==> config.mk <==
export PLATFORM = sky130hd
export DESIGN_NAME = tl45_fetch
export DESIGN_NICKNAME = d
export VERILOG_FILES = /design/src/rtl/tl45_fetch.sv
export SDC_FILE = /design/constraint.sdc
export NUM_CORES = 1
export LEC_CHECK = 0
export CORE_MARGIN = 4
export CORE_UTILIZATION = 32
export CTS_CLUSTER_DIAMETER = 120
export DETAILED_ROUTE_END_ITERATION = 16
export SLEW_MARGIN = 20
export SYNTH_ARGS = -nofsm -noshare
export SYNTH_HDL_FRONTEND = slang
export SYNTH_SLANG_ARGS = --single-unit
==> constraint.sdc <==
create_clock -name i_clk -period 4.95 [get_ports i_clk]
set_input_delay 0.7425 -clock i_clk [delete_from_list [all_inputs] [get_ports i_clk]]
set_output_delay 0.7425 -clock i_clk [all_outputs]
set_load 0.02 [all_outputs]
==> src/rtl/tl45_fetch.sv <==
// TL45 instruction fetch stage: drives the decode input buffer and issues
// req/ack fetches to instruction memory. Handles stall hold, flush redirect and faults.
module tl45_fetch #(
    parameter logic [31:0] RESET_PC = 32'h0000_0000,
    parameter logic [31:0] PC_STEP  = 32'd4
) (
    input  logic        i_clk,
    input  logic        i_reset,
    input  logic        i_pipe_stall,
    input  logic        i_pipe_flush,
    input  logic [31:0] i_new_pc,
    output logic [31:0] o_buf_pc,
    output logic [31:0] o_buf_inst,
    output logic        o_mem_req,
    output logic [31:0] o_mem_addr,
    input  logic        i_mem_ack,
    input  logic [31:0] i_mem_data,
    input  logic        i_mem_err,
    output logic        o_fetch_err
);
    typedef enum logic [1:0] {S_FETCH, S_HOLD, S_DRAIN, S_HALT} state_t;

    state_t      r_state;
    logic [31:0] r_pc;
    logic [31:0] r_old_addr;
    logic [31:0] r_hold_inst;
    logic [31:0] r_buf_pc;
    logic [31:0] r_buf_inst;
    logic        r_err;

    logic [31:0] w_pc_next;
    logic        w_new_misal;
    logic        w_pc_misal;
    logic        w_next_misal;

    assign w_pc_next    = r_pc + PC_STEP;
    assign w_new_misal  = |i_new_pc[1:0];
    assign w_pc_misal   = |r_pc[1:0];
    assign w_next_misal = |w_pc_next[1:0];

    assign o_mem_req   = (r_state == S_FETCH) || (r_state == S_DRAIN);
    // DRAIN keeps the abandoned address on the bus while r_pc already holds the target
    assign o_mem_addr  = (r_state == S_DRAIN) ? r_old_addr : r_pc;
    assign o_buf_pc    = r_buf_pc;
    assign o_buf_inst  = r_buf_inst;
    assign o_fetch_err = r_err;

    always_ff @(posedge i_clk) begin
        if (i_reset) begin
            r_state     <= S_FETCH;
            r_pc        <= RESET_PC;
            r_old_addr  <= 32'd0;
            r_hold_inst <= 32'd0;
            r_buf_pc    <= 32'd0;
            r_buf_inst  <= 32'd0;
            r_err       <= 1'b0;
        end else if (i_pipe_flush) begin
            r_buf_pc   <= 32'd0;
            r_buf_inst <= 32'd0;
            r_pc       <= i_new_pc;
            r_err      <= 1'b0;
            if (r_state == S_DRAIN || (r_state == S_FETCH && !i_mem_ack)) begin
                if (r_state == S_FETCH) r_old_addr <= r_pc;
                r_state <= S_DRAIN;
            end else if (w_new_misal) begin
                // a misaligned target never reaches the bus
                r_state <= S_HALT;
                r_err   <= 1'b1;
            end else begin
                r_state <= S_FETCH;
            end
        end else begin
            case (r_state)
                S_FETCH: begin
                    if (i_mem_ack) begin
                        if (i_mem_err) begin
                            r_buf_pc   <= 32'd0;
                            r_buf_inst <= 32'd0;
                            r_err      <= 1'b1;
                            r_state    <= S_HALT;
                        end else if (i_pipe_stall) begin
                            r_hold_inst <= i_mem_data;
                            r_state     <= S_HOLD;
                        end else begin
                            r_buf_pc   <= r_pc;
                            r_buf_inst <= i_mem_data;
                            r_pc       <= w_pc_next;
                        end
                    end else if (!i_pipe_stall) begin
                        r_buf_pc   <= 32'd0;
                        r_buf_inst <= 32'd0;
                    end
                end
                S_HOLD: begin
                    if (!i_pipe_stall) begin
                        r_buf_pc   <= r_pc;
                        r_buf_inst <= r_hold_inst;
                        r_pc       <= w_pc_next;
                        if (w_next_misal) begin
                            r_state <= S_HALT;
                            r_err   <= 1'b1;
                        end else begin
                            r_state <= S_FETCH;
                        end
                    end
                end
                S_DRAIN: begin
                    if (i_mem_ack) begin
                        if (w_pc_misal) begin
                            r_state <= S_HALT;
                            r_err   <= 1'b1;
                        end else begin
                            r_state <= S_FETCH;
                        end
                    end
                end
                default: begin
                    r_buf_pc   <= 32'd0;
                    r_buf_inst <= 32'd0;
                end
            endcase
        end
    end
endmodule

# Word level (Yosys, flattened, before mapping)

Index checks and enable logic that the tools add are counted.

Register bits after elaboration: 163
Input port bits: 70
Logic and storage cells: 79

Add/subtract/negate cells: 1
Eq/ne operators: 13
Multiplexer cells: 37
Reductions and logical operators: 18
Bitwise operators: 3

Operators by type and width:

| cell                  | count |
|---|---|
| $mux 32               | 13 |
| $pmux 32 s3           | 2 |
| $pmux 32 s2           | 1 |
| $add 32x3->32 const B | 1 |
| $ne 3x3->1 const B    | 9 |
| $mux 2                | 10 |
| $reduce_and 5->1      | 2 |
| $mux 1                | 9 |
| $reduce_or 2->1       | 4 |
| $reduce_and 7->1      | 1 |
| $pmux 2 s3            | 1 |
| $reduce_and 3->1      | 2 |
| $ne 4x4->1 const B    | 1 |
| $reduce_and 4->1      | 1 |
| $reduce_bool 4->1     | 1 |
| $not 1->1             | 3 |
| $pmux 1 s3            | 1 |
| $reduce_bool 3->1     | 1 |
| $eq 2x1->1 const B    | 1 |
| $eq 2x2->1 const B    | 1 |
| $logic_not 2->1       | 1 |
| $logic_or 1x1->1      | 2 |
| $ne 2x2->1 const B    | 1 |
| $reduce_and 2->1      | 1 |
| other kinds (2)       | 2 |

# Longest topological paths before layout

Depth after elaboration: 6
Mapped depth: 10
Depth with buffers taken out: 7

# Worst setup path after synthesis

OpenSTA, ideal clock, no wires.

Kind: reg2out
From: reg r_state[0]
To: out o_mem_addr[21]
Slack: 2.340 ns
Arrival: 1.867 ns
Required time: 4.208 ns
Cell stages (with the launch flop): 7
Buffers on the path: 3
Cell sequence: dfxtp_1 -> inv_1 -> ha_1 -> clkbuf_1 -> buf_1 -> clkbuf_1 -> mux2_2

Word-level cells in the longest chain between the ends: 2

Ends and longest elaborated chain:

| what                   | line | text |
|---|---|---|
| from (decl)            | 23   | `state_t r_state;` |
| from (signal assigned) | 50   | `r_state <= S_FETCH;` |
| from (signal assigned) | 64   | `r_state <= S_DRAIN;` |
| from (signal assigned) | 67   | `r_state <= S_HALT;` |
| $eq 2x2->1             | 43   | `assign o_mem_addr = (r_state == S_DRAIN) ? r_old_addr : r_pc;` |
| $mux 32                | 43   |  |
| to (decl)              | 15   | `output logic [31:0] o_mem_addr,` |

Every way passes these cells.

# Final worst setup path

From: reg r_state[0]
To: out o_mem_addr[7]

The elaborated chain is that of the path after synthesis.

==> results.cfg <==
[synthesis]
syn_nets = 951
muxShareOfSynthArea_pct = 5.37
synth_top_family_by_area = compound AO/OA/AOI/OAI gates
synth_cell_types = 51
synth_ff_type = dfxtp_1
ys_ff_latch = 163
synth_area_leaders = dfxtp_1 (46%), nand2_1 (11%), a21oi_1 (7.1%)
synth_top_area_share_pct = 45.7
ys_seq_area_share_pct = 45.7
synthSimpleGateAreaFrac_pct = 20.0
avgSynthCellArea_um2 = 8.13
synth_xor_xnor_area_share_pct = 2.33
synth-edff-count = 0
syn_inst = 877
ys_warn_count = 0
syn_area_mm2 = 0.00713
yosysTopAreaCell = dfxtp_1
async_flop_share_pct = 0
synth-compound-area-share_pct = 21.0
yosys.area_share.adder_pct = 0.702

[floorplan]
start_util_pct = 32.6
die_x_um = 157
core-area_mm2 = 0.0219
rows = 54
num_io_pins = 168
die_h_um = 157
dieArea_mm2 = 0.0247

[clock_network]
cts_tree = yes
clockBufferDepth = 2
htreeDepth = 4
cts_buffers = 17
postCtsSetupBuffers = 0
clk_latency_ns = 0.43
cts.clk_slew.worst_paths_ns = 0.07
cts_resized = 0
cts_sinks = 163
holdBufCountCts = 0
cts_root_buf = clkbuf_16

[sta]
setup_violations = 0
maxSlewHeadroom_pct = 29.8
hold_violations = 0
worstMarginPinSlew_ns = 1.05
grt_setup_unrepaired = no
fin_ws_ns = 1.79
finalMaxSlewViolations = 0
fmax_ghz = 0.316
period_share_pct = 63.9
final.min_clock_period_ns = 3.16
skew_ns = 0.00852
finalSetupTns_ns = 0

[setup_path]
slowest_delay_ns = 0.68
required_ns = 4.21
setup.worst_path.class = register to primary output
worstPathMaxFanout = 45
slowest_stage = clkdlybuf4s50_1
critPathLaunchType = register
crit_family = buffers and inverters
worst-path-buf-inv = 2
worstPathCellList = inv_1, ha_4, nand2_1, o21ai_0, clkdlybuf4s50_1
crit_path_end_kind = primary output
crit_arrival_ns = 2.42

[global_routing]
gr-total-overflow = 0
grt_usage_pct = 18.0
grt_first_pass_wirelength_mm = 35.2
grt_pass1_vias = 6278
grt_max_degree = 93
grt_antenna_before_repair = 0

[layout]
fillers = 2204
regArea_mm2 = 0.00326
final_nets = 1077
antenna_cells = 0
multi_input_area_mm2 = 0.00356
drive_above_1_share_pct = 8.37
area_growth_pct = 34.5

[drt]
wl_per_cell_um = 17.3
ant_nets = 0
drc = 0
first_pass_iters = 7
drt_iter0_drc = 422
totalWireLength_mm = 22.5
vias_per_cell = 5.15
dr_total_vias = 6675

[power_and_ir_drop]
powerDensity_mw_per_mm2 = 345
ir_drop_v = 0.000252
pwr-share-comb_pct = 17.7
swShare_pct = 29.4
p_sw_mw = 0.973
pwr-share-seq_pct = 42.5
p_int_mw = 2.33
finalPower_mw = 3.31
pwr-share-clk_pct = 39.7
leakagePower_nw = 3.26

[placement]
hpwl_mm = 15.0
pre_cts_ws_ns = 1.75
gp_congestion = 0.821
numPortBuffers = 167

[flow_run]
cap_violations = 0

[hold_path]
hold_path_class = register to register

[run_status]
outcome = complete, no violations
worst reg2reg max path, stage by stage, from the launching register on:
cell and delay [ns]:
dfxtp_1 0.35, inv_1 0.09, ha_1 0.30, buf_4 0.42, nor2b_1 0.24, o2111ai_1 0.14, buf_4 0.24, or4_4 0.56
or3_1 0.36, a311oi_1 0.25
cells by family (layout without fill, tap and decap cells):
group                    Yosys count  after routing
AO/OA/AOI/OAI                    227            227
XOR/XNOR                          19             19
adder cells (fa/ha/maj)            4              4
buffers and inverters             89            228
flip-flops                       163            163
multiplexers                      35             35
AND/OR/NAND/NOR                  340            340
flip-flops by register name, summed over array words and instances, names as in the netlist:
signal / count
o_buf_inst: 32
o_buf_pc: 32
r_hold_inst: 32
r_old_addr: 32
r_pc: 32
r_state: 2
o_fetch_err: 1
cell usage in the layout (no fill, tap or decap), types with 5 or more instances in the layout:
| cell | netlist | final |
|---|---|---|
| inv_1 | 13 | 12 |
| a22oi_1 | 32 | 32 |
| dfxtp_1 | 163 | 163 |
| buf_4 | 1 | 15 |
| mux2_2 | 26 | 26 |
| nand2_1 | 215 | 213 |
| nor2_1 | 65 | 64 |
| mux2i_1 | 9 | 9 |
| and4_1 | 5 | 5 |
| a22o_1 | 33 | 33 |
| nand3_1 | 15 | 15 |
| a211oi_1 | 16 | 16 |
| a311oi_1 | 7 | 7 |
| o21ai_0 | 13 | 13 |
| xnor2_1 | 15 | 15 |
| nor4_1 | 11 | 11 |
| clkdlybuf4s50_1 | 0 | 166 |
| a21oi_1 | 101 | 100 |
| or3_1 | 5 | 5 |
| clkbuf_16 | 0 | 17 |
per-stage QoR:
step                area, µm²  hold slack (ns)  utilization [%]  cells
floorplan                7130            0.433                -    877
global placement         8990            0.438             41.1   1264
detailed placement       8990            0.445             41.1   1264
CTS                      9580            0.455             43.8   1296
global route             9590            0.470             43.8   1296
finish                   9590            0.451             43.8   1296
metal layers:
| layer | GRT usage (%) | vias up | share of wire, % |
|---|---|---|---|
| li1 | - | 3309 | - |
| met1 | 24.7 | 3110 | 45 |
| met2 | 28.4 | 241 | 46 |
| met3 | 4.40 | 15 | 7.8 |
| met4 | 4.63 | 0 | 1.1 |
| met5 | 0 | - | 0 |
path summary, 6_finish.rpt:
path	from	endpoint	slack [ns]	depth (start not counted)
max	r_state[0]	o_mem_addr[7]	1.79	5
min	r_old_addr[22]	r_old_addr[22]	0.45	2
max reg2reg	r_state[1]	r_pc[15]	1.91	9
min reg2reg	r_old_addr[22]	r_old_addr[22]	0.45	2
synth_stat cells (all sizes together), types with 5 or more instances:
cell	instances
xnor2	15
and4	5
nand2	215
nor2	65
buf	8
mux2	26
nor3	5
a22o	33
o21ai	13
a22oi	32
inv	14
a311oi	7
nor4	12
clkbuf	66
or3	5
nand3	15
a211oi	16
mux2i	9
dfxtp	163
a21oi	101
cell type report:
class	count	area share (%)
Clock buffer	20	4.86
Multi-Input combinational cell	625	37.2
Sequential cell	163	34.0
Inverter	15	0.587
Timing Repair Buffer	181	18.5
Clock inverter	12	1.24
Tap cell	280	3.65
power by group through the flow:
stage                     clock (mW)  sequential (mW)  combinational, mW
after floorplan                    0             1.42              0.347
after global placement             0             1.43              0.587
after detailed placement           0             1.44              0.590
after CTS                       1.34             1.41              0.592
after global routing            1.41             1.41              0.639
final                           1.31             1.41              0.586
No activity file was read; power rests on OpenSTA's default activity.
